`config.mk`:
```
export PLATFORM = sky130hd
export DESIGN_NAME = jk_cmd_sequencer
export DESIGN_NICKNAME = d
export VERILOG_FILES = /design/src/rtl/jk_cmd_sequencer.sv
export SDC_FILE = /design/constraint.sdc
export NUM_CORES = 1
export LEC_CHECK = 0
export ABC_AREA = 0
export BUFFER_PORTS_ARGS = -buffer_cell sky130_fd_sc_hd__clkbuf_2
export CORE_UTILIZATION = 30
export DETAILED_ROUTE_END_ITERATION = 8
export SYNTH_ARGS = -nofsm -noshare
export SYNTH_HDL_FRONTEND = slang
export SYNTH_SLANG_ARGS = --single-unit
```
`constraint.sdc`:
```
create_clock -name clk -period 6.75 [get_ports clk]
set_input_delay 0.3375 -clock clk [delete_from_list [all_inputs] [get_ports clk]]
set_output_delay 0.3375 -clock clk [all_outputs]
set_load 0.005 [all_outputs]
```
`src/rtl/jk_cmd_sequencer.sv`:
```
// jk_cmd_sequencer: queues {op, len} commands in a small FIFO and replays each one as a
// registered J/K drive held for len+1 cycles. It also tracks the downstream flip-flop's
// expected Q.
module jk_cmd_sequencer #(
   parameter int unsigned DEPTH = 4
) (
   input  logic                   clk,
   input  logic                   reset,
   input  logic                   cmd_valid,
   output logic                   cmd_ready,
   input  logic [1:0]             cmd_op,
   input  logic [3:0]             cmd_len,
   output logic                   J,
   output logic                   K,
   output logic                   busy,
   output logic                   q_model,
   output logic [$clog2(DEPTH):0] fifo_count
);

   localparam int unsigned PtrW = $clog2(DEPTH);
   localparam logic [PtrW:0] Full = (PtrW + 1)'(DEPTH);

   typedef enum logic {StIdle, StApply} state_e;

   state_e            state_q, state_d;
   logic [3:0]        rem_q, rem_d;
   logic              j_q, j_d, k_q, k_d, busy_q, busy_d, q_q, q_d;
   logic [PtrW-1:0]   wr_ptr_q, rd_ptr_q;
   logic [PtrW:0]     count_q, count_d;
   logic [5:0]        mem_q [DEPTH];
   logic [5:0]        head;
   logic              push, pop;

   // Reset forces cmd_ready low, so nothing is written to the FIFO while reset is asserted.
   assign cmd_ready = (count_q < Full) & reset;
   assign push      = cmd_valid & cmd_ready;
   assign head      = mem_q[rd_ptr_q];

   // FIFO storage: no reset needed, occupancy is tracked by the pointers and count.
   always_ff @(posedge clk) begin
      if (push) mem_q[wr_ptr_q] <= {cmd_op, cmd_len};
   end

   // Next state and J/K drive: pop the head whenever idle or the current command ends.
   always_comb begin
      state_d = state_q;
      rem_d   = rem_q;
      j_d     = j_q;
      k_d     = k_q;
      busy_d  = busy_q;
      pop     = 1'b0;
      unique case (state_q)
         StIdle: begin
            j_d    = 1'b0;
            k_d    = 1'b0;
            busy_d = 1'b0;
            pop    = (count_q != '0);
         end
         StApply: begin
            if (rem_q != 4'd0) begin
               rem_d = rem_q - 4'd1;
            end else if (count_q != '0) begin
               pop = 1'b1;
            end else begin
               state_d = StIdle;
               j_d     = 1'b0;
               k_d     = 1'b0;
               busy_d  = 1'b0;
            end
         end
      endcase
      if (pop) begin
         state_d = StApply;
         j_d     = head[5];
         k_d     = head[4];
         rem_d   = head[3:0];
         busy_d  = 1'b1;
      end
   end

   // Occupancy: a simultaneous push and pop leaves the count unchanged.
   always_comb begin
      count_d = count_q;
      if (push && !pop) begin
         count_d = count_q + 1'b1;
      end else if (!push && pop) begin
         count_d = count_q - 1'b1;
      end
   end

   // Expected downstream Q, following the JK characteristic on the currently driven J/K.
   always_comb begin
      q_d = q_q;
      case ({j_q, k_q})
         2'b10:   q_d = 1'b1;
         2'b01:   q_d = 1'b0;
         2'b11:   q_d = ~q_q;
         default: q_d = q_q;
      endcase
   end

   // State register with synchronous active-low reset; reset also discards queued commands.
   always_ff @(posedge clk) begin
      if (!reset) begin
         state_q  <= StIdle;
         rem_q    <= 4'd0;
         j_q      <= 1'b0;
         k_q      <= 1'b0;
         busy_q   <= 1'b0;
         q_q      <= 1'b0;
         wr_ptr_q <= '0;
         rd_ptr_q <= '0;
         count_q  <= '0;
      end else begin
         state_q <= state_d;
         rem_q   <= rem_d;
         j_q     <= j_d;
         k_q     <= k_d;
         busy_q  <= busy_d;
         q_q     <= q_d;
         count_q <= count_d;
         // Pointers wrap naturally because DEPTH is a power of two.
         if (push) wr_ptr_q <= wr_ptr_q + 1'b1;
         if (pop)  rd_ptr_q <= rd_ptr_q + 1'b1;
      end
   end

   assign J          = j_q;
   assign K          = k_q;
   assign busy       = busy_q;
   assign q_model    = q_q;
   assign fifo_count = count_q;

endmodule

```
; Yosys cells after proc, flatten, opt, wreduce, memory -nomap -nowiden
; Memories as Yosys holds them, arrays and structs flattened. A register that Yosys moved wholly into a read port is not among the register bits.
; Cells that the tools add are included.
[word_totals]
register_bits = 16
ramBits = 24
inputBits = 9
out_inout_bits = 8
word_cells = 59
n_memories = 1
[op_classes]
add_sub_neg = 5
order_cmp = 1
eq_ne = 5
mux = 22
n_bitwise = 4
n_reduce_logical = 12
[mem_list]
columns = name, words, width, read_ports, rd_ports_with_merged_regs, write_ports, line
row1 = mem_q, 4, 6, 1, 1, 1, 30  ; logic [5:0] mem_q [DEPTH];
[op_table]
columns = operator, n
row1 = $mux 1, 12
row2 = $mux 4, 3
row3 = $mux 3, 2
row4 = $ne 3x3->1 const B, 2
row5 = $reduce_bool 2->1, 3
row6 = $reduce_bool 3->1, 2
row7 = $add 2x1->2 const B, 2
row8 = $eq 2x2->1 const B, 2
row9 = $mux 2, 2
row10 = $pmux 1 s2, 2
row11 = $reduce_and 2->1, 2
row12 = $reduce_bool 4->1, 1
row13 = $sub 4x1->4 const B, 1
row14 = $add 3x1->3 const B, 1
row15 = $lt 3x3->1 const B, 1
row16 = $pmux 1 s3, 1
row17 = $sub 3x1->3 const B, 1
row18 = $and 1x1->1, 2
row19 = $eq 2x1->1 const B, 1
row20 = $logic_and 1x1->1, 2
row21 = $logic_not 1->1, 2
row22 = $not 1->1, 2

; Longest topological paths before layout
[logic_depth]
ltp_word = 7
mapped_depth = 11
mapped_depth_nobuf = 11

; Worst setup path after synthesis
; OpenSTA, ideal clock, no wires.
[synth_timing]
path_kind = reg-to-reg
start = reg rem_q[0]
end = reg count_q[2], in the netlist fifo_count[2]
arrival_ns = 2.144
required_time_ns = 6.679
setup_slack_ns = 4.536
path_stages_with_launch = 12
period_less_slack_ns = 2.214
cell_sequence = dfxtp_1 -> inv_1 -> ha_1 -> or3b_4 -> a21oi_4 -> inv_1 -> ha_1 -> inv_1 -> fa_1 -> xor2_1 -> or3_1 -> a21oi_1
[synth_via]
elab_chain_cells = 6
[synth_rtl]
columns = element, line
row1 = "start, declared", 26  ; logic [3:0] rem_q, rem_d;
row2 = "start signal, assigned", 116  ; rem_q <= rem_d;
row3 = $reduce_bool 4->1 *, 60  ; if (rem_q != 4'd0) begin
row4 = $mux 1 *, 60
row5 = $pmux 1 s2 *, 52  ; unique case (state_q)
row6 = $logic_not 1->1, 84  ; if (push && !pop) begin
row7 = $logic_and 1x1->1, 84
row8 = $mux 3 or $reduce_bool 2->1 (tied branches), --
row9 = "end signal, assigned", 121  ; count_q <= count_d;
row10 = "end, declared", 29  ; logic [PtrW:0] count_q, count_d;
; Mark *: on every way between the ends. The rest lies on a longest branch, timed or not.
; A chain may end at the register's enable or synchronous reset.

; Worst setup path after layout
; Same ends and word-level chain as after synthesis.

==> results by group <==
Routing
  • Drt first-iter violations: 46
  • DRC: 0
  • Via count of the routed design: just over 1,000
  • Routed length on met3: ~150 um
  • Wirelength per Cell: between 10 and 15 um
  • Antenna Nets Post-Route: 0
  • Routed wl met2: 1.449 mm
  • Drt total wl: 3.033 mm
  • Met1 Wirelength: 1.389 mm
  • Vias/cell: 4.722
  • Top Metal Used: met4
  • Drt first pass iters: 4

Floorplanning
  • Ports: 17
  • Die X-Extent: 78.31 um
  • Core area: 5574 um^2
  • Die Area: 6132 um^2
  • Height of the die: ~80 um
  • Row count: 27
  • Starting Density: 31.34%

CTS
  • Hold_buf cts: 0
  • Total setup buffers inserted after CTS: 0
  • CTS Buf Count: 5
  • Root buffer cell: clkbuf_8
  • Post-CTS Resized: 0
  • Clock Tree Buf Depth: 2
  • CTS Sinks: 42
  • CTS tree: built
  • H-tree levels: 2
  • Clk Latency, worst-skew pair: ~0.29 ns
  • Clk pin slew, worst setup/hold paths: 0.08 ns

Place
  • Placer Congestion: just under 0.8
  • Hpwl dp: ~2.2 mm
  • I/O Buffers: 16

Worst setup path
  • Crit path required time: 6.97 ns
  • FF-to-FF setup slack: 4.35 ns
  • Worst Setup Start Kind: flop
  • CP max FO: 8
  • Critical path class: reg -> reg
  • CP endpoint kind: flop
  • Worst reg2reg path depth: 11
  • Worst EP arrival: between 2 and 3 ns

Worst hold path
  • Hold Path Stages: 1
  • Worst hold path class: in -> reg

Timing
  • Slew HR: ~66%
  • Hold slack: approximately 0.25 ns
  • Worst-Margin Slew: approximately 0.50 ns
  • Final hold viol count: 0
  • Period utilization: a little over a third
  • Final setup vio count: 0
  • Final clock skew: 0.005259 ns
  • Period minus WS final: 2.395 ns
  • TNS Setup: 0 ns
  • RSZ-0062 raised after global routing: false
  • Achievable frequency: 0.4175 GHz
  • Max Transition Viols Final: 0

Layout
  • # fillers: ~540
  • Synth-to-Final Area Change: 13.75%
  • Fraction of layout cells with a size suffix above 1: 24.31%
  • Antenna diodes: 0
  • Nets@finish: 160

Synthesis
  • Commonest cells in the netlist: edfxtp_1 (24), dfxtp_1 (18), inv_1 (8), nor2_1 (8), ha_1 (7)
  • Syn nets: 140
  • Yosys cell types: 37
  • Yosys Warn Count: 0
  • Synth top area cells: edfxtp_1 (41%), dfxtp_1 (21%), mux4_2 (7.7%)
  • Avg Inst Size Synth: roughly 14 um^2
  • Post-synth EDFFs: 24
  • Share of the synthesized area in the top cell type: 41.26%
  • Seq/Total Area, Yosys: between 60% and 70%
  • Mapped Area: about 1700 um^2
  • Main synth FF type: edfxtp_1
  • Yosys reg bits: 42
  • Count leader, synth: edfxtp_1
  • Post-Syn Instances: approximately 120
  • Yosys top cell by area: edfxtp_1
  • Ys async rst share: 0%

Outcome
  • Status: complete, no violations

Power
  • NetSw: 0.0002596 W
  • Max VDD drop: 138.3 uV
  • Clock power share: about a fifth
  • Pwr per Cell Area: 389.7 nW/um^2
  • Fraction of power spent switching nets: 33.53%
  • Comb power frac: 32.8%
  • Internal Pwr Total: 0.0005147 W
  • Flop pwr share: 47.0%
  • Static Leak: 0.7319 nW

Global route
  • Vias in the first global route: between 1,000 and 1,500
  • Largest net degree at the start of global routing: 17
  • Total grt overflow: 0
  • First-pass GRT wire length: 5.175 mm
  • Antenna violations before repair: 0
  • GRT Util Overall: 11.53%

Run
  • Max-cap violations: 0
cells in the final DEF (no fill, tap or decap), types with 2 or more instances in the layout:
master,count
a211oi_1,2
or3_1,3
mux2i_1,3
mux4_2,6
and3_1,4
nand2_1,5
ha_1,7
nand4_1,3
xnor2_1,2
nor2_1,8
clkbuf_2,16
clkbuf_8,5
inv_1,8
o21ai_0,2
a22oi_1,2
xor2_1,2
a21oi_1,4
dfxtp_1,18
edfxtp_1,24
power groups by stage:
stage	Combinational, W	Sequential [W]	Clock (W)
3_5_place_dp	0.000255	0.000371	0
6_report	0.000254	0.000364	0.000157
2_1_floorplan	0.000204	0.000355	0
4_1_cts	0.000257	0.000365	0.000163
3_3_place_gp	0.000242	0.000369	0
5_1_grt	0.000285	0.000374	0.000175
through the flow:
stage | instance area, um^2 | std cells | utilization [%] | total power (W) | setup WS [ns]
after floorplan | 1747 | 123 | - | 0.0005591 | 4.536
after global placement | 1901 | 208 | 34.10 | 0.0006109 | 4.433
after global routing | 1987 | 216 | 35.65 | 0.0008337 | 4.140
after CTS | 1987 | 216 | 35.65 | 0.0007855 | 4.335
final | 1987 | 216 | 35.65 | 0.0007744 | 4.355
after detailed placement | 1901 | 208 | 34.10 | 0.0006256 | 4.350
flip-flops by register name, summed over array words and instances (netlist names), named ones only:
register    count
mem_q          24
rem_q           4
fifo_count      3
rd_ptr_q        2
wr_ptr_q        2
J               1
K               1
busy            1
q_model         1
state_q         1
final cells by class:
type	count	area, um^2	share of cell area [%]
clock buffer	6	72.57	3.652
clock inverter	2	13.76	0.6927
multi-input combinational	70	619.3	31.17
sequential	42	1081	54.41
tap	72	90.09	4.534
inverter	8	30.03	1.511
timing repair buffer	16	80.08	4.030
critical path: stages, from the launching register on:
cell and delay, ns:
dfxtp_1 0.34, inv_1 0.09, ha_1 0.17, or3b_4 0.41, a21oi_4 0.26, inv_1 0.07
ha_1 0.22, inv_1 0.08, fa_1 0.17, xor2_1 0.07, or3_1 0.30, a21oi_1 0.15
routing by layer:
layer | vias up | global-route usage [%]
met5 | - | 0
met4 | 0 | 5.556
met3 | 4 | 3.721
met2 | 26 | 17.63
met1 | 494 | 14.67
li1 | 496 | -
logic make-up after synthesis:
kind of cell	Yosys count	synth area share, %
flip-flops	42	61.89
AND/OR/NAND/NOR	33	10.82
AO/OA/AOI/OAI	16	7.020
buffers and inverters	11	2.650
multiplexers	9	9.456
adder cells (fa/ha/maj)	8	6.160
XOR/XNOR	4	2.006
path summary, 6_finish.rpt:
check	start	to
max	rem_q[0]	fifo_count[2]
min	cmd_len[1]	mem_q[3][1]
max reg2reg	rem_q[0]	fifo_count[2]
min reg2reg	busy	busy
(Power assumes the default switching activity.)
